$ cat src/rtl/timer_counter.sv
`default_nettype none
// +--------------------------------------------------------------------------+
// | timer_counter : memory-mapped 32-bit down-counting timer, one-shot or     |
// |                 auto-reload periodic, level irq to the HWInt vector.      |
// | Revision 1.0                                                              |
// +--------------------------------------------------------------------------+
module timer_counter (
  input  logic        clk,
  input  logic        reset,
  input  logic [1:0]  addr,
  input  logic        we,
  input  logic [31:0] din,
  output logic [31:0] dout,
  output logic        irq
);

  localparam logic [1:0] C_ADDR_CTRL   = 2'd0;
  localparam logic [1:0] C_ADDR_PRESET = 2'd1;
  localparam logic [1:0] C_ADDR_COUNT  = 2'd2;
  localparam logic [1:0] C_MODE_PERIOD = 2'b01;

  typedef enum logic [1:0] {
    S_IDLE = 2'd0,
    S_LOAD = 2'd1,
    S_CNT  = 2'd2,
    S_INT  = 2'd3
  } state_t;

  state_t      r_state;
  state_t      w_next;
  logic [3:0]  r_ctrl;
  logic [31:0] r_preset;
  logic [31:0] r_count;
  logic        r_irq_flag;

  logic w_en;
  logic w_mode1;
  logic w_load;
  logic w_dec;
  logic w_expire;
  logic w_hw_clr_en;
  logic w_pulse_clr;
  logic w_wr_ctrl;
  logic w_wr_preset;
  logic w_unused_din;

  assign w_en         = r_ctrl[0];
  assign w_mode1      = (r_ctrl[2:1] == C_MODE_PERIOD);
  assign w_wr_ctrl    = we && (addr == C_ADDR_CTRL);
  assign w_wr_preset  = we && (addr == C_ADDR_PRESET);
  assign w_unused_din = ^din[31:4];

  always_comb begin
    w_next      = r_state;
    w_load      = 1'b0;
    w_dec       = 1'b0;
    w_expire    = 1'b0;
    w_hw_clr_en = 1'b0;
    w_pulse_clr = 1'b0;
    case (r_state)
      S_IDLE: if (w_en) w_next = S_LOAD;
      S_LOAD: begin
        w_load = 1'b1;
        w_next = S_CNT;
      end
      S_CNT: begin
        if (!w_en) begin
          w_next = S_IDLE;
        end else if (r_count > 32'd1) begin
          w_dec = 1'b1;
        end else begin
          // COUNT of 0 or 1 both expire here, so PRESET=0 never wraps
          w_expire = 1'b1;
          w_next   = S_INT;
        end
      end
      S_INT: begin
        if (w_mode1) begin
          w_pulse_clr = 1'b1;
          w_next      = w_en ? S_LOAD : S_IDLE;
        end else begin
          w_hw_clr_en = 1'b1;
          w_next      = S_IDLE;
        end
      end
      default: w_next = S_IDLE;
    endcase
  end

  always_ff @(posedge clk) begin
    if (reset) r_state <= S_IDLE;
    else       r_state <= w_next;
  end

  // Software CTRL writes take priority over every hardware update of CTRL/flag
  always_ff @(posedge clk) begin
    if (reset) begin
      r_ctrl     <= 4'd0;
      r_preset   <= 32'd0;
      r_count    <= 32'd0;
      r_irq_flag <= 1'b0;
    end else begin
      if (w_load)        r_count <= r_preset;
      else if (w_dec)    r_count <= r_count - 32'd1;
      else if (w_expire) r_count <= 32'd0;

      if (w_wr_ctrl)        r_ctrl    <= din[3:0];
      else if (w_hw_clr_en) r_ctrl[0] <= 1'b0;

      if (w_wr_ctrl)        r_irq_flag <= 1'b0;
      else if (w_expire)    r_irq_flag <= 1'b1;
      else if (w_pulse_clr) r_irq_flag <= 1'b0;

      if (w_wr_preset) r_preset <= din;
    end
  end

  always_comb begin
    dout = 32'd0;
    case (addr)
      C_ADDR_CTRL:   dout = {28'd0, r_ctrl};
      C_ADDR_PRESET: dout = r_preset;
      C_ADDR_COUNT:  dout = r_count;
      default:       dout = 32'd0;
    endcase
  end

  assign irq = r_irq_flag & r_ctrl[3];

endmodule
`default_nettype wire

$ cat config.mk
export PLATFORM = sky130hd
export DESIGN_NAME = timer_counter
export DESIGN_NICKNAME = d
export VERILOG_FILES = /design/src/rtl/timer_counter.sv
export SDC_FILE = /design/constraint.sdc
export NUM_CORES = 1
export LEC_CHECK = 0
export CAP_MARGIN = 20
export CELL_PAD_IN_SITES_DETAIL_PLACEMENT = 0
export CELL_PAD_IN_SITES_GLOBAL_PLACEMENT = 1
export CORE_ASPECT_RATIO = 0.6
export CORE_MARGIN = 2
export CORE_UTILIZATION = 30
export CTS_BUF_LIST = sky130_fd_sc_hd__clkbuf_8
export DETAILED_ROUTE_END_ITERATION = 8
export GPL_TIMING_DRIVEN = 0
export HOLD_SLACK_MARGIN = 0.02
export PLACE_DENSITY = 0.66
export SETUP_SLACK_MARGIN = 0.2
export SLEW_MARGIN = 20
export SYNTH_ARGS = -nofsm -noshare
export SYNTH_HDL_FRONTEND = slang
export SYNTH_SLANG_ARGS = --single-unit
export TNS_END_PERCENT = 20
$ cat constraint.sdc
create_clock -name clk -period 6.25 [get_ports clk]
set_clock_uncertainty 0.15 [all_clocks]
set_input_delay 0.9375 -clock clk [delete_from_list [all_inputs] [get_ports clk]]
set_output_delay 0.9375 -clock clk [all_outputs]
set_load 0.01 [all_outputs]
Word-level counts from Yosys, hierarchy flattened
Cells that the tools add are included.

word-level totals
  register bits = 71
  output and inout port bits = 33

cells by class
  equal/unequal tests = 8
  bitwise gates (word level) = 1
  mux-type cells = 25
  reductions and logical operators = 9
  magnitude comparators = 1
  add/sub/neg operators = 1

operator list
  kind                                                             number
  2-to-1 mux 32 bit                                                3
  case mux 32 bit (3 select lines)                                 1
  greater-than comparator 32 x 1 -> 1 bit (second input constant)  1
  subtractor 32 x 1 -> 32 bit (second input constant)              1
  2-to-1 mux 1 bit                                                 17
  case mux 2 bit (4 select lines)                                  1
  == test 2 x 1 -> 1 bit (second input constant)                   3
  == test 2 bit (second input constant)                            3
  2-to-1 mux 2 bit                                                 3
  logical NOT 2 bit                                                2
  nonzero test 2 bit                                               2
  inequality test 3 bit (second input constant)                    1
  nonzero test 3 bit                                               1
  logical AND 1 bit                                                2
  inequality test 2 bit (second input constant)                    1
  AND reduction 2 bit                                              1
  OR reduction 2 bit                                               1
  AND 1 bit                                                        1

Logic depth before layout (Yosys ltp)
Gate-level depths: netlist of run 1.

  depth after elaboration = 7
  gate-level depth with buffers = 9

Least setup slack after synthesis of run 1
No wires, ideal clock.

  path type = input-to-output
  from = input port addr[1]
  to = output port dout[10]
  stages = 5
  arrival = 2158 ps
  slack = 3005 ps
  data required time = 5162 ps
  cells stage by stage = clkbuf_1 > nor2b_1 > clkbuf_1 > clkbuf_1 > a22o_1

between the ends
  word-level cells in the longest chain between the ends = 2
  elaborated cells between the ends (all ways) = 4
  classes of those cells = eq/ne: 2; mux: 1; reduce/logical: 1

RTL lines
  element                                line  source
  start, declared                        10    input logic [1:0] addr,
  == test 2 bit (tied with other cells)  120   case (addr)
  case mux 32 bit (3 select lines) *     120
  end, declared                          13    output logic [31:0] dout,

Every way passes the cells marked *; elsewhere a longest branch is shown, timed or not.

Worst setup path after layout of run 1
  from = input port addr[0]
  to = output port dout[22]

Same word-level chain as after synthesis.

==> results of run 1 <==
how the worst max path moves through the flow:
stage | end | slack, ns | cells after the start
floorplan | dout[10] | 3.00 | 5
global placement | dout[22] | 1.43 | 6
detailed placement | dout[17] | 1.43 | 6
CTS | dout[17] | 1.42 | 6
global route | dout[22] | 1.33 | 6
finish | dout[22] | 1.39 | 6
logic make-up after synthesis:
group	count (synthesis)	share of synthesized area, %
AND/OR/NAND/NOR	216	27.4
XOR/XNOR	12	2.74
multiplexers	7	1.82
flip-flops	71	37.0
buffers and inverters	50	5.05
AO/OA/AOI/OAI	145	25.4
adder cells (fa/ha/maj)	2	0.651
cells in the final DEF (no fill, tap or decap), types with 7 or more instances in the layout:
| cell type | Yosys | layout |
|---|---|---|
| a21oi_1 | 52 | 52 |
| a22oi_1 | 9 | 9 |
| a31oi_1 | 22 | 22 |
| nand2_1 | 92 | 92 |
| xor2_1 | 9 | 9 |
| a22o_1 | 28 | 28 |
| nor4_1 | 13 | 13 |
| nand3_1 | 29 | 29 |
| nor2_1 | 23 | 23 |
| clkbuf_8 | 0 | 11 |
| dfxtp_1 | 71 | 71 |
| mux2i_1 | 7 | 7 |
| nor3_1 | 12 | 12 |
| clkdlybuf4s50_1 | 0 | 67 |
| o211ai_1 | 9 | 9 |
| clkbuf_1 | 41 | 41 |
worst register-to-register path, stage by stage (launching register included):
cell and delay [ns]:
dfxtp_1 0.39, or4_4 0.61, nor4_1 0.42, nand4_1 0.16, buf_2 0.24, buf_1 0.30, o211ai_1 0.24, a21oi_1 0.10
report_power, final:
| group | internal [mW] | switching, mW | total [mW] |
|---|---|---|---|
| Combinational | 0.0471 | 0.0689 | 0.116 |
| Sequential | 0.461 | 0.00834 | 0.469 |
| Clock | 0.327 | 0.190 | 0.518 |
stage by stage:
step                instance area [sq um]  instances  utilization [%]  hold slack (ns)
floorplan                            3840        503                -            0.299
global placement                     4720        735             38.5            0.311
detailed placement                   4720        735             38.5            0.315
CTS                                  5000        751             40.8            0.326
global route                         5000        751             40.8            0.338
finish                               5000        751             40.8            0.326
state kept, by name (all words and copies together) (netlist names):
signal      cells
r_count        32
r_ctrl          4
r_irq_flag      1
r_preset       32
r_state         2
layout make-up:
class	count	area [sq um]	share of cell area, %
Multi-Input combinational cell	382	2230	44.6
Buffer	47	183	3.65
Clock buffer	11	151	3.03
Inverter	3	11.3	0.225
Tap cell	165	206	4.13
Clock inverter	5	128	2.55
Sequential cell	71	1420	28.4
Timing Repair Buffer	67	671	13.4
routing by layer:
metal	vias to the layer above	routed length (um)	track usage, %
met4	0	228	5.66
met2	180	5630	28.3
met5	-	0	0
met3	17	1130	4.08
li1	1994	-	-
met1	1966	7520	33.7
==> reports/metrics.cfg, run 1 <==
[run_status]
status=completed

[route]
ant_nets=0
wl_per_cell_um=19.3
wl_um=14500
first_iter_violations=420
viasPerCell=5.54
drt_drc_violations_left=0
firstDrtPassIters=5
num_vias=4157

[clock_network]
htreeDepth=3
cts-resized-gates=0
clk_path_buf_depth=2
clock-sinks=71
cts_tree=yes
clkLatencyLatePin_ns=0.36
root_buffer=clkbuf_8
postCtsHoldBufs=0
clk_pin_slew_ns=0.07
cts_made_buffers=9
post-cts-setup-buffers=0

[sta]
slew_headroom_pct=34.8
tightest_slew_ns=0.976
setup_viol=0
fmax_ghz=0.206
min_period_ns=4.86
rsz0062_at_grt=false
setup_tns_ns=0
finalHoldViolCount=0
slew_viol_final=0
fin_ws_ns=1.39
post-route-period-util_pct=77.7

[placed_design]
dp_slack_ns=1.43
io_buffers=67
place_hpwl_um=10500
gp_congestion=0.886

[synthesis]
syn_avg_cell_area_sq_um=7.64
synth_edf_count=0
syn_inst=503
synth_top_area_cell=dfxtp_1
synth.area.top_cells=dfxtp_1 37%, nand2_1 9.0%, a21oi_1 6.8%
synth_cell_types=46
synth_seq_area_share_pct=37.0
synth_seq_cells=71
synth_top_area_share_pct=37.0
yosys_warnings=0
yosysMostFrequentCell=nand2_1
netlist_area_sq_mm=0.00384
async_flop_share_pct=0
synth_common_cells=92 x nand2_1, 71 x dfxtp_1, 52 x a21oi_1
ys.flop_type=dfxtp_1
synth_fp_nets=542

[flow_run]
drv_cap=0

[setup_path]
cp_slowest_cell=clkbuf_1
start_kind=primary input
critical-path-max-stage-delay_ns=0.65
worst-setup-path-type=primary input to output pin
ff2ff_setup_slack_ns=3.51
end_kind=output pin
cp_max_fo=10
crit_chain=clkdlybuf4s50_1 -> nor2b_1 -> clkbuf_1 -> clkbuf_1 -> a22o_1 -> clkdlybuf4s50_1
cp_top_family=buffers and inverters
reg2reg_depth=7
critPathLaunch=addr[0]
reg2reg_to=r_count[21]$_SDFFE_PP0P_
arrival_ns=3.77
reg2reg_from=r_count[10]$_SDFFE_PP0P_
path_buf_inv=4
cp.required_ns=5.16

[power_and_ir_drop]
total_power_mw=1.10
cellPowerDensity_mw_per_mm2=221
vdd_drop_max_v=0.0000795
p_leak_nw=1.78

[global_route]
grt_usage_pct=21.2
grt_pass1_vias=3787
grt_first_pass_wirelength_um=22000
grt_start_max_net_pins=13
overflow=0
antenna_found_initial=0

[die]
fp.dieH_um=91.7
io_pins=70
die-area_sq_mm=0.0138
dieWidth_um=150
core_sq_mm=0.0123
initial_core_util_pct=31.3
fp-row-count=31

[worst_hold_path]
hp-start=r_preset[14]$_SDFFE_PP0P_
hold_depth=2
min_delay_worst_endpoint=r_preset[14]$_SDFFE_PP0P_
hold_path_class=register to register

[finish]
nets=620
drive_gt1_share_pct=4.95
area_delta_synth_final_pct=30.1
n_fill_cell=1287
antenna_cells_inserted=0

Note: power is estimated with default switching activity, not from simulation.
==> run 2: changes to the inputs <==
==> constraint.sdc (replaced) <==
create_clock -name clk -period 4.97 [get_ports clk]
set_clock_uncertainty 0.15 [all_clocks]
set_input_delay 0.7455 -clock clk [delete_from_list [all_inputs] [get_ports clk]]
set_output_delay 0.7455 -clock clk [all_outputs]
set_load 0.01 [all_outputs]
==> results of run 2 <==
The final DEF is identical to that of run 1. Status: completed.
Main changes from that run: setup slack after placement 1.43 ns -> 0.536 ns; setup slack after layout 1.39 ns -> 0.498 ns; register-to-register setup slack 3.51 ns -> 2.23 ns; total power 1.10 mW -> 1.39 mW; worst IR drop on VDD 0.0000795 V -> 0.000100 V
==> run 3: changes to the inputs <==
--- a/config.mk
+++ b/config.mk
@@ -5,6 +5,7 @@
 export SDC_FILE = /design/constraint.sdc
 export NUM_CORES = 1
 export LEC_CHECK = 0
+export ABC_AREA = 0
 export CAP_MARGIN = 20
 export CELL_PAD_IN_SITES_DETAIL_PLACEMENT = 0
 export CELL_PAD_IN_SITES_GLOBAL_PLACEMENT = 1
==> results of run 3 <==
The final DEF is identical to that of run 1. Status: completed.
Main changes from that run: setup slack after placement 1.43 ns -> 0.536 ns; setup slack after layout 1.39 ns -> 0.498 ns; register-to-register setup slack 3.51 ns -> 2.23 ns; total power 1.10 mW -> 1.39 mW; worst IR drop on VDD 0.0000795 V -> 0.000100 V
